File: src/rtl/afifo_rd_pixel_stream_pkg.sv
// Shared definitions for the async-FIFO read-side pixel streamer:
// FSM state encoding, statistics width and a counter-width helper.
package pix_stream_pkg;

    localparam int STAT_W = 16;

    typedef enum logic [1:0] {
        ST_IDLE = 2'd0,
        ST_RUN  = 2'd1,
        ST_DONE = 2'd2
    } state_t;

    // Width needed to index 0..n-1, never narrower than one bit.
    function automatic int cnt_w(input int n);
        return (n <= 2) ? 1 : $clog2(n);
    endfunction

endpackage

File: src/rtl/afifo_rd_pixel_stream_if.sv
// Framed pixel stream bundle (data plus frame/line markers).
//
// Handshake: a beat transfers on a rising clk edge where m_valid && m_ready.
// While m_valid is high and m_ready is low the master holds m_data and the
// markers stable; m_valid never drops without a transfer. m_sof/m_eol/m_eof
// carry meaning only while m_valid is high.
interface afifo_rd_pixel_stream_if #(
    parameter int DATA_WIDTH = 8
);
    logic                  m_valid;
    logic                  m_ready;
    logic [DATA_WIDTH-1:0] m_data;
    logic                  m_sof;
    logic                  m_eol;
    logic                  m_eof;

    modport master (
        output m_valid,
        output m_data,
        output m_sof,
        output m_eol,
        output m_eof,
        input  m_ready
    );

    modport slave (
        input  m_valid,
        input  m_data,
        input  m_sof,
        input  m_eol,
        input  m_eof,
        output m_ready
    );
endinterface

File: src/rtl/afifo_rd_pixel_stream_buf.sv
// Small first-word-fall-through buffer that absorbs the FIFO read latency.
// The head entry is always visible on rd_data_o; occ_o reports how many
// entries are held. The writer guarantees it never pushes into a full buffer.
module pix_stream_buf #(
    parameter int DATA_WIDTH = 8,
    parameter int DEPTH      = 4
) (
    input  logic                         clk,
    input  logic                         rst,
    input  logic                         wr_en_i,
    input  logic [DATA_WIDTH-1:0]        wr_data_i,
    input  logic                         rd_en_i,
    output logic [DATA_WIDTH-1:0]        rd_data_o,
    output logic                         valid_o,
    output logic [$clog2(DEPTH+1)-1:0]   occ_o
);
    localparam int AW = $clog2(DEPTH);
    localparam int OW = $clog2(DEPTH + 1);

    logic [DATA_WIDTH-1:0] mem_q [DEPTH];
    logic [AW-1:0]         wr_ptr_q, wr_ptr_d;
    logic [AW-1:0]         rd_ptr_q, rd_ptr_d;
    logic [OW-1:0]         occ_q, occ_d;
    logic                  push, pop;

    // Pointer and occupancy bookkeeping; simultaneous push and pop cancel.
    always_comb begin
        push     = wr_en_i;
        pop      = rd_en_i && (occ_q != '0);
        wr_ptr_d = push ? wr_ptr_q + 1'b1 : wr_ptr_q;
        rd_ptr_d = pop  ? rd_ptr_q + 1'b1 : rd_ptr_q;
        occ_d    = occ_q;
        case ({push, pop})
            2'b10:   occ_d = occ_q + 1'b1;
            2'b01:   occ_d = occ_q - 1'b1;
            default: occ_d = occ_q;
        endcase
    end

    // Storage and pointer registers; reset also clears the stored bytes.
    always_ff @(posedge clk or posedge rst) begin
        if (rst) begin
            for (int i = 0; i < DEPTH; i++) begin
                mem_q[i] <= '0;
            end
            wr_ptr_q <= '0;
            rd_ptr_q <= '0;
            occ_q    <= '0;
        end else begin
            if (push) begin
                mem_q[wr_ptr_q] <= wr_data_i;
            end
            wr_ptr_q <= wr_ptr_d;
            rd_ptr_q <= rd_ptr_d;
            occ_q    <= occ_d;
        end
    end

    assign rd_data_o = mem_q[rd_ptr_q];
    assign valid_o   = (occ_q != '0);
    assign occ_o     = occ_q;

endmodule

File: src/rtl/afifo_rd_pixel_stream.sv
// Drains the 8-bit read port of the async FIFO into a framed valid/ready
// pixel stream. Reads are credit-limited so bytes in flight plus bytes held
// never exceed the output buffer, and never run past one frame.
// Optional feature macro: PIX_STREAM_STATS_EN (underrun and frame counters).
module afifo_rd_pixel_stream
    import pix_stream_pkg::*;
#(
    parameter int DATA_WIDTH = 8,
    parameter int IMG_WIDTH  = 640,
    parameter int IMG_HEIGHT = 480,
    parameter int BUF_DEPTH  = 4
) (
    input  logic                    clk,
    input  logic                    rst,
    input  logic                    start,
    output logic                    busy,
    output logic                    done,
    output logic                    fifo_rd_en,
    input  logic [DATA_WIDTH-1:0]   fifo_rd_data,
    input  logic                    fifo_rd_empty,
    afifo_rd_pixel_stream_if.master m,
    output logic [STAT_W-1:0]       stat_underrun,
    output logic [STAT_W-1:0]       stat_frames,
    output state_t                  dbg_state
);
    localparam int TOTAL = IMG_WIDTH * IMG_HEIGHT;
    localparam int IW    = $clog2(TOTAL + 1);
    localparam int CW    = cnt_w(IMG_WIDTH);
    localparam int RW    = cnt_w(IMG_HEIGHT);
    localparam int OW    = $clog2(BUF_DEPTH + 1);

    localparam logic [IW-1:0] TOTAL_V  = IW'(TOTAL);
    localparam logic [OW:0]   DEPTH_V  = (OW + 1)'(BUF_DEPTH);
    localparam logic [CW-1:0] COL_LAST = CW'(IMG_WIDTH - 1);
    localparam logic [RW-1:0] ROW_LAST = RW'(IMG_HEIGHT - 1);

    state_t                state_q, state_d;
    logic [IW-1:0]         issued_q, issued_d;
    logic                  inflight_q;
    logic [CW-1:0]         col_q, col_d;
    logic [RW-1:0]         row_q, row_d;
    logic                  buf_valid;
    logic [DATA_WIDTH-1:0] buf_data;
    logic [OW-1:0]         buf_occ;
    logic [OW:0]           pending;
    logic                  rd_en;
    logic                  hs;
    logic                  start_acc;
    logic                  sof_c, eol_c, eof_c;

    // Output buffer: written one cycle after each effective FIFO read.
    pix_stream_buf #(
        .DATA_WIDTH (DATA_WIDTH),
        .DEPTH      (BUF_DEPTH)
    ) u_buf (
        .clk       (clk),
        .rst       (rst),
        .wr_en_i   (inflight_q),
        .wr_data_i (fifo_rd_data),
        .rd_en_i   (hs),
        .rd_data_o (buf_data),
        .valid_o   (buf_valid),
        .occ_o     (buf_occ)
    );

    // Handshake, start acceptance and position markers.
    always_comb begin
        hs        = buf_valid && m.m_ready;
        start_acc = (state_q == ST_IDLE) && start;
        sof_c     = (row_q == '0) && (col_q == '0);
        eol_c     = (col_q == COL_LAST);
        eof_c     = eol_c && (row_q == ROW_LAST);
    end

    // Read issue: only with a free credit and while the frame is not fully fetched.
    always_comb begin
        pending = {1'b0, buf_occ} + {{OW{1'b0}}, inflight_q};
        rd_en   = (state_q == ST_RUN) && !fifo_rd_empty
                  && (pending < DEPTH_V) && (issued_q < TOTAL_V);
    end

    // FSM next state and the per-frame issued-read counter.
    always_comb begin
        state_d  = state_q;
        issued_d = issued_q;
        case (state_q)
            ST_IDLE: begin
                if (start) begin
                    state_d  = ST_RUN;
                    issued_d = '0;
                end
            end
            ST_RUN: begin
                if (rd_en) begin
                    issued_d = issued_q + 1'b1;
                end
                if (hs && eof_c) begin
                    state_d = ST_DONE;
                end
            end
            ST_DONE: state_d = ST_IDLE;
            default: state_d = ST_IDLE;
        endcase
    end

    // Column/row position advances only on accepted pixels.
    always_comb begin
        col_d = col_q;
        row_d = row_q;
        if (start_acc) begin
            col_d = '0;
            row_d = '0;
        end else if (hs) begin
            if (eof_c) begin
                col_d = '0;
                row_d = '0;
            end else if (eol_c) begin
                col_d = '0;
                row_d = row_q + 1'b1;
            end else begin
                col_d = col_q + 1'b1;
            end
        end
    end

    // Control state registers.
    always_ff @(posedge clk or posedge rst) begin
        if (rst) begin
            state_q    <= ST_IDLE;
            issued_q   <= '0;
            inflight_q <= 1'b0;
            col_q      <= '0;
            row_q      <= '0;
        end else begin
            state_q    <= state_d;
            issued_q   <= issued_d;
            inflight_q <= rd_en;
            col_q      <= col_d;
            row_q      <= row_d;
        end
    end

    assign fifo_rd_en = rd_en;
    assign busy       = (state_q == ST_RUN);
    assign done       = (state_q == ST_DONE);
    assign dbg_state  = state_q;

    assign m.m_valid  = buf_valid;
    assign m.m_data   = buf_data;
    assign m.m_sof    = buf_valid && sof_c;
    assign m.m_eol    = buf_valid && eol_c;
    assign m.m_eof    = buf_valid && eof_c;

`ifdef PIX_STREAM_STATS_EN
    logic [STAT_W-1:0] und_q, und_d;
    logic [STAT_W-1:0] frm_q, frm_d;

    // Underrun counter saturates; frame counter wraps.
    always_comb begin
        und_d = und_q;
        frm_d = frm_q;
        if ((state_q == ST_RUN) && m.m_ready && !buf_valid && (und_q != '1)) begin
            und_d = und_q + 1'b1;
        end
        if (state_q == ST_DONE) begin
            frm_d = frm_q + 1'b1;
        end
    end

    // Statistics registers, cleared only by reset.
    always_ff @(posedge clk or posedge rst) begin
        if (rst) begin
            und_q <= '0;
            frm_q <= '0;
        end else begin
            und_q <= und_d;
            frm_q <= frm_d;
        end
    end

    assign stat_underrun = und_q;
    assign stat_frames   = frm_q;
`else
    assign stat_underrun = '0;
    assign stat_frames   = '0;
`endif

endmodule

File: src/flat_wrapper.sv
// flat-port wrapper written by rule: the top's interface ports become plain ports
module afifo_rd_pixel_stream_flat import pix_stream_pkg::*;
#(
    parameter int DATA_WIDTH = 8,
    parameter int IMG_WIDTH  = 640,
    parameter int IMG_HEIGHT = 480,
    parameter int BUF_DEPTH  = 4
)
  (clk, rst, start, busy, done, fifo_rd_en, fifo_rd_data, fifo_rd_empty, stat_underrun, stat_frames, dbg_state, m_m_valid, m_m_data, m_m_sof, m_m_eol, m_m_eof, m_m_ready);
  afifo_rd_pixel_stream_if #(.DATA_WIDTH(DATA_WIDTH)) m_i ();
  input  logic clk;
  input  logic rst;
  input  logic start;
  output logic busy;
  output logic done;
  output logic fifo_rd_en;
  input  logic [DATA_WIDTH-1:0] fifo_rd_data;
  input  logic fifo_rd_empty;
  output logic [STAT_W-1:0] stat_underrun;
  output logic [STAT_W-1:0] stat_frames;
  output state_t dbg_state;
  output wire logic [$bits(m_i.m_valid)-1:0] m_m_valid;
  output wire logic [$bits(m_i.m_data)-1:0] m_m_data;
  output wire logic [$bits(m_i.m_sof)-1:0] m_m_sof;
  output wire logic [$bits(m_i.m_eol)-1:0] m_m_eol;
  output wire logic [$bits(m_i.m_eof)-1:0] m_m_eof;
  input wire logic [$bits(m_i.m_ready)-1:0] m_m_ready;
  assign m_m_valid = m_i.m_valid;
  assign m_m_data = m_i.m_data;
  assign m_m_sof = m_i.m_sof;
  assign m_m_eol = m_i.m_eol;
  assign m_m_eof = m_i.m_eof;
  assign m_i.m_ready = m_m_ready;
  afifo_rd_pixel_stream #(.DATA_WIDTH(DATA_WIDTH), .IMG_WIDTH(IMG_WIDTH), .IMG_HEIGHT(IMG_HEIGHT), .BUF_DEPTH(BUF_DEPTH)) u_core (.clk(clk), .rst(rst), .start(start), .busy(busy), .done(done), .fifo_rd_en(fifo_rd_en), .fifo_rd_data(fifo_rd_data), .fifo_rd_empty(fifo_rd_empty), .m(m_i), .stat_underrun(stat_underrun), .stat_frames(stat_frames), .dbg_state(dbg_state));
endmodule
File: config.mk
export PLATFORM = sky130hd
export DESIGN_NAME = afifo_rd_pixel_stream_flat
export DESIGN_NICKNAME = d
export VERILOG_FILES = /design/src/rtl/afifo_rd_pixel_stream_pkg.sv /design/src/rtl/afifo_rd_pixel_stream_if.sv /design/src/rtl/afifo_rd_pixel_stream_buf.sv /design/src/rtl/afifo_rd_pixel_stream.sv /design/src/flat_wrapper.sv
export SDC_FILE = /design/constraint.sdc
export NUM_CORES = 1
export LEC_CHECK = 0
export BUFFER_PORTS_ARGS = -buffer_cell sky130_fd_sc_hd__buf_2
export CAP_MARGIN = 20
export CORE_ASPECT_RATIO = 0.75
export CORE_UTILIZATION = 52
export CTS_CLUSTER_SIZE = 14
export DETAILED_ROUTE_END_ITERATION = 8
export PLACE_DENSITY = 0.77
export SYNTH_ARGS = -nofsm -noshare
export SYNTH_HDL_FRONTEND = slang
export SYNTH_SLANG_ARGS = --single-unit
File: constraint.sdc
create_clock -name clk -period 2.5 [get_ports clk]
set_input_delay 0.5 -clock clk [delete_from_list [all_inputs] [get_ports clk]]
set_output_delay 0.5 -clock clk [all_outputs]
set_load 0.005 [all_outputs]
==> results.sh, run 1 <==
export IMPL_wire_per_inst_um=15.1
export IMPL_ys_warnings_count=0
export IMPL_netlist_area_leader_share=0.478
export IMPL_core_um2=7570
export IMPL_syn_area_um2=4190
export IMPL_drc_errors=0
export IMPL_relSlewSlack=0.572
export IMPL_fin_nets=445
export IMPL_cts_num_sinks=80
export IMPL_grt_pass1_vias=2827
export IMPL_numCtsBuffers=9
export IMPL_grt_max_degree=40
export IMPL_synth_async_reset_ratio=1.00
export IMPL_fin_crit_ns=2.38
export IMPL_final_hold_violation_count=0
export IMPL_cap_violations=0
export IMPL_ys_flop_type="dfrtp_1"
export IMPL_fill_cells=608
export IMPL_stdcell_count=527
export IMPL_critPathKind="flop to output pin"
export IMPL_synth_largest_area_cell="dfrtp_1"
export IMPL_dp_cells=505
export IMPL_die_h_um=79.7
export IMPL_synth_edf_count=0
export IMPL_hold_class="primary input to async pin"
export IMPL_layout_commonest_cell="dfrtp_1"
export IMPL_floorplan_initialDensity=0.553
export IMPL_overflow=0
export IMPL_antenna_found_initial=0
export IMPL_ios=62
export IMPL_power_leakage_nw=2.12
export IMPL_die_area_um2=8420
export IMPL_crit_arrival_ns=1.88
export IMPL_synthTopCellsByArea="dfrtp_1, mux2_2, buf_4"
export IMPL_ant_nets=0
export IMPL_grtUsageTotal=0.208
export IMPL_final_cell_mix="dfrtp_1, nor2_1, mux2_2"
export IMPL_slowest_stage="or3b_4"
export IMPL_num_rows=27
export IMPL_yosys_register_bits=80
export IMPL_rsz0062_at_grt="no"
export IMPL_yosysSeqAreaShare=0.478
export IMPL_avgSynthCellArea_um2=11.0
export IMPL_placed_area_um2=4370
export IMPL_antennaDiodeCount=0
export IMPL_fin_crit_sh=0.951
export IMPL_path_clk_slew_ns=0.09
export IMPL_fin_skew_ns=0.0142
export IMPL_startpoint="u_core.col_q[7]"
export IMPL_start_kind="flop"
export IMPL_die_w_um=106
export IMPL_worstReg2RegStart="u_core.issued_q[12]"
export IMPL_worst_ep_required_time_ns=2.00
export IMPL_crit_chain="or3b_4, nor3_1, nand3_1, nor2_1, buf_2"
export IMPL_setup_viol=0
export IMPL_irDropWorstVdd_mv=0.413
export IMPL_critical_path_top_delay_family="simple AND/OR/NAND/NOR gates"
export IMPL_drtPass1Iterations=4
export IMPL_synthCells=379
export IMPL_dpl_hpwl_um=5600
export IMPL_worst_pin_slew_ns=0.640
export IMPL_max_stage_delay_ns=0.45
export IMPL_vias=2830
export IMPL_detail_route_vias_per_cell=5.37
export IMPL_port_buffers=29
export IMPL_finalInstanceArea_um2=4630
export IMPL_cp_num_buf_inv=1
export IMPL_worst_skew_pair_late_latency_ns=0.36
export IMPL_drive_above_1_share=0.263
export IMPL_wirelength_um=7980
export IMPL_ys_types=47
export IMPL_crit_fanout=5
export IMPL_run_status="complete, no violations"
export IMPL_end_kind="output pin"
export IMPL_grt_pass1_wl_um=13400
export IMPL_tns_ns=0
export IMPL_cts_max_path_buffers=2
export IMPL_htree_levels=3
export IMPL_place_congestion=0.868
export IMPL_cts_tree="built"
export IMPL_clock_root_buffer="clkbuf_8"
export IMPL_area_growth_syn_to_layout_pct=10.6
export IMPL_slew_violations=0
export IMPL_fmax_mhz=420
export IMPL_power_density_nw_per_um2=977
export IMPL_first_iter_violations=150
[routing by layer]
layer | global-route usage | part of all wire | vias up
met5 | 0 | 0 | -
li1 | - | - | 1337
met4 | 0.0611 | 0.0085 | 0
met2 | 0.326 | 0.47 | 66
met3 | 0.0604 | 0.043 | 9
met1 | 0.284 | 0.47 | 1418
[synth_stat cells, types with 2 or more instances]
| master | instances |
|---|---|
| nor2_1 | 37 |
| inv_1 | 14 |
| nand4_1 | 13 |
| buf_4 | 33 |
| nand3_1 | 14 |
| xor2_1 | 17 |
| nor3b_1 | 2 |
| a21oi_1 | 4 |
| o21ai_0 | 6 |
| a31oi_1 | 2 |
| and3_1 | 5 |
| dfrtp_1 | 80 |
| mux2_2 | 33 |
| xnor2_1 | 17 |
| mux4_2 | 8 |
| o31ai_1 | 2 |
| and2_1 | 2 |
| ha_1 | 10 |
| nor3_1 | 10 |
| and4_1 | 2 |
| clkbuf_1 | 6 |
| nand2_1 | 28 |
| nor4_1 | 10 |
[report_power, final]
| group | internal (mW) | switching, mW |
|---|---|---|
| logic | 0.841 | 0.618 |
| registers | 1.71 | 0.353 |
| clock network | 0.482 | 0.517 |
[logic make-up after synthesis]
group,count (synthesis),synth area share
and+or+nand+nor,132,0.161
other,1,0.000895
buffers and inverters,57,0.0813
DFF,80,0.478
adders and majority gates,11,0.0347
xor gates and xnor gates,34,0.0711
muxes,43,0.138
AOI/OAI and AO/OA,21,0.0353
[metrics by stage]
step | hold slack, ns | setup WS [ns] | total power, mW | utilization
finish | 0.217 | 0.121 | 4.53 | 0.612
global route | 0.253 | 0.00784 | 4.83 | 0.612
CTS | 0.228 | 0.0465 | 4.52 | 0.606
detailed placement | 0.489 | 0.330 | 3.51 | 0.577
global placement | 0.480 | 0.404 | 3.41 | 0.577
floorplan | 0.463 | 0.144 | 3.09 | -
[state kept, by name, indices dropped and copies added (netlist names)]
register / flops
u_core.u_buf.mem_q: 32
u_core.issued_q: 19
u_core.col_q: 10
u_core.row_q: 9
u_core.u_buf.occ_o: 3
u_core.dbg_state: 2
u_core.u_buf.rd_ptr_q: 2
u_core.u_buf.wr_ptr_q: 2
u_core.inflight_q: 1
[what timing repair did]
action / 4_1_cts / 5_1_grt
setup endpoints to repair: 1 / 2
hold buffers: 0 / 0
gates resized for setup: 1 / 0
setup buffers: 0 / 6
pin swaps: 0 / 2
[worst register-to-register path: cells and delay by family (launching register included)]
kind / cells / cell delay, ns
AO/OA/AOI/OAI: 4 / 1.09
flip-flops: 1 / 0.46
AND/OR/NAND/NOR: 1 / 0.26
buffers and inverters: 1 / 0.22
[layout make-up]
cell class                      count  area [um^2]  share of cell area
Clock buffer                        9          124              0.0267
Timing Repair Buffer               42          255              0.0551
Multi-Input combinational cell    273         1980               0.427
Clock inverter                      7         85.1              0.0184
Tap cell                          101          126              0.0273
Sequential cell                    80         2000               0.432
Inverter                           15         60.1              0.0130
[path summary, 6_finish.rpt]
path / to / slack, ns / cells after the start
setup / recovery: m_m_eof / 0.12 / 5
hold / removal: u_core.u_buf.mem_q[22] / 0.22 / 2
max in group asynchronous: u_core.u_buf.mem_q[19] / 1.69 / 3
setup reg to reg: u_core.issued_q[14] / 0.36 / 6
min in group clk: u_core.u_buf.mem_q[27] / 0.41 / 2
hold reg to reg: u_core.u_buf.mem_q[14] / 0.51 / 1
Power figures use the tool's default switching activity.
==> inputs of run 2 (changes only) <==
--- a/config.mk
+++ b/config.mk
@@ -7,11 +7,11 @@
 export LEC_CHECK = 0
 export BUFFER_PORTS_ARGS = -buffer_cell sky130_fd_sc_hd__buf_2
 export CAP_MARGIN = 20
-export CORE_ASPECT_RATIO = 0.75
 export CORE_UTILIZATION = 52
 export CTS_CLUSTER_SIZE = 14
 export DETAILED_ROUTE_END_ITERATION = 8
 export PLACE_DENSITY = 0.77
+export SLEW_MARGIN = 15
 export SYNTH_ARGS = -nofsm -noshare
 export SYNTH_HDL_FRONTEND = slang
 export SYNTH_SLANG_ARGS = --single-unit
==> run 2 against run 1 <==
  * Critical path depth is the same
  * Count of clock-buffer cells in the layout is the same
  * First-iteration DRC count shrank 0.67%
  * Global-route usage shrank 0.93 points
==> results.sh, run 2 (same netlist as run 1, synthesis figures left out) <==
export IMPL_run_status="complete, no violations"
export IMPL_fin_crit_sh=0.935
export IMPL_setup_viol=0
export IMPL_power_density_nw_per_um2=969
export IMPL_p_total_mw=4.45
export IMPL_slew_violations=0
export IMPL_cap_violations=0
export IMPL_floorplan_initialDensity=0.539
export IMPL_dpl_hpwl_um=5280
export IMPL_final_hold_violation_count=0
export IMPL_multi_input_area_um2=1980
export IMPL_ios=62
export IMPL_worst_ep_required_time_ns=2.00
export IMPL_fill_cells=651
export IMPL_pwr_share_seq=0.464
export IMPL_wire_per_inst_um=14.4
export IMPL_grt_pass1_wl_um=13000
export IMPL_die_h_um=91.7
export IMPL_die_area_um2=8420
export IMPL_antennaDiodeCount=0
export IMPL_cts_num_sinks=80
export IMPL_reg_largest_list="u_core.u_buf.mem_q: 32 flops, u_core.issued_q: 19 flops, u_core.col_q: 10 flops"
export IMPL_worst_skew_pair_late_latency_ns=0.37
export IMPL_end_kind="output pin"
export IMPL_cts_tree="built"
export IMPL_largest_register_ffs=32
export IMPL_antenna_found_initial=0
export IMPL_grtUsageTotal=0.199
export IMPL_drc_errors=0
export IMPL_cts_max_path_buffers=2
export IMPL_critical_path_top_delay_family="simple AND/OR/NAND/NOR gates"
export IMPL_worst_pin_slew_ns=0.796
export IMPL_fin_crit_ns=2.34
export IMPL_final_util=0.591
export IMPL_fmax_mhz=428
export IMPL_crit_fanout=5
export IMPL_crit_chain="or3b_4, nor3_1, nand3_1, nor2_1, buf_2"
export IMPL_final_seq_area_um2=2000
export IMPL_power_leakage_nw=2.10
export IMPL_reg2reg_depth=7
export IMPL_clock_root_buffer="clkbuf_8"
export IMPL_placed_area_um2=4370
export IMPL_wirelength_um=7510
export IMPL_fin_nets=440
export IMPL_overflow=0
export IMPL_drtPass1Iterations=4
export IMPL_area_growth_syn_to_layout_pct=9.68
export IMPL_num_rows=32
export IMPL_irDropWorstVdd_mv=0.546
export IMPL_relSlewSlack=0.469
export IMPL_tns_ns=0
export IMPL_detail_route_vias_per_cell=5.31
export IMPL_fin_skew_ns=0.0131
export IMPL_core_um2=7770
export IMPL_drive_above_1_share=0.254
export IMPL_switchingPower_mw=1.44
export IMPL_grt_pass1_vias=2778
export IMPL_crit_arrival_ns=1.84
export IMPL_final_cell_mix="dfrtp_1, nor2_1, mux2_2"
export IMPL_first_iter_violations=149
export IMPL_max_stage_delay_ns=0.45
export IMPL_grt_max_degree=45
export IMPL_cp_num_buf_inv=1
export IMPL_switching_share=0.324
export IMPL_place_congestion=0.806
export IMPL_die_w_um=91.7
export IMPL_rsz0062_at_grt="no"
export IMPL_path_clk_slew_ns=0.09
export IMPL_p_comb_frac=0.312
export IMPL_htree_levels=3
export IMPL_slowest_stage="or3b_4"
export IMPL_port_buffers=29
export IMPL_top_register="u_core.u_buf.mem_q"
export IMPL_internal_power_mw=3.01
export IMPL_p_clk_frac=0.224
export IMPL_layout_commonest_cell="dfrtp_1"
export IMPL_hold_class="primary input to async pin"
export IMPL_path_depth=5
export IMPL_start_kind="flop"
export IMPL_finalInstanceArea_um2=4590
export IMPL_vias=2779
export IMPL_critPathKind="flop to output pin"
export IMPL_ant_nets=0
export IMPL_numCtsBuffers=9
-- run 2: changes by cell type in the layout (fill, tap and decap cells not counted) --
cell        before  now
inv_8            2    1
buf_4           12    7
clkinv_4         0    1
inv_6            2    3
clkinvlp_4       3    2
-- run 2: path summary, 6_finish.rpt --
path                                       startpoint                    end  slack [ns]
worst min register to register  u_core.u_buf.mem_q[4]  u_core.u_buf.mem_q[4]        0.51
min in group clk                      fifo_rd_data[7]  u_core.u_buf.mem_q[7]        0.40
worst max register to register  u_core.u_buf.occ_o[0]  u_core.u_buf.occ_o[2]        0.37
max in group asynchronous                         rst    u_core.issued_q[11]        1.56
worst max-delay path                  u_core.col_q[7]                m_m_eof        0.16
worst min-delay path                              rst  u_core.u_buf.mem_q[1]        0.27
-- run 2: area by class of cell --
cell class,instances,share of cell area
well taps,102,0.0278
clock buffers,9,0.0270
inverters,15,0.0131
multi-input cells,273,0.431
clock inverters,7,0.0183
repair buffers,37,0.0474
flip-flops and latches,80,0.436
-- run 2: timing repair --
item | CTS | global route
hold buffers | 0 | 0
resized for setup | 1 | 0
endpoints found under the setup margin | 1 | 1
buffers inserted | 0 | 1
pin swaps | 0 | 1
-- run 2: per-layer routing --
layer  GRT usage  part of all wire
met5           0                 0
met3      0.0547             0.039
met1       0.252              0.45
met2       0.338              0.50
met4      0.0495             0.011
-- run 2: worst register-to-register path: stages (launching register included) --
cell      delay [ns]
dfrtp_1         0.46
o31ai_1         0.36
clkinv_1        0.17
ha_1            0.27
fa_1            0.39
xnor2_1         0.13
nor2_1          0.13
xor2_1          0.15
-- run 2: stage by stage --
stage,setup slack (ns),hold WS [ns],cells
finish,0.163,0.266,523
global placement,0.396,0.482,506
global route,0.0339,0.327,523
detailed placement,0.338,0.489,506
CTS,0.0392,0.289,522
floorplan,0.144,0.463,410
-- run 2: power by group through the flow --
stage	clock, mW	sequential, mW	combinational, mW
2_1_floorplan	0	1.95	1.14
3_3_place_gp	0	2.06	1.34
3_5_place_dp	0	2.09	1.40
4_1_cts	1.02	2.07	1.40
5_1_grt	1.08	2.13	1.56
6_report	0.998	2.07	1.39
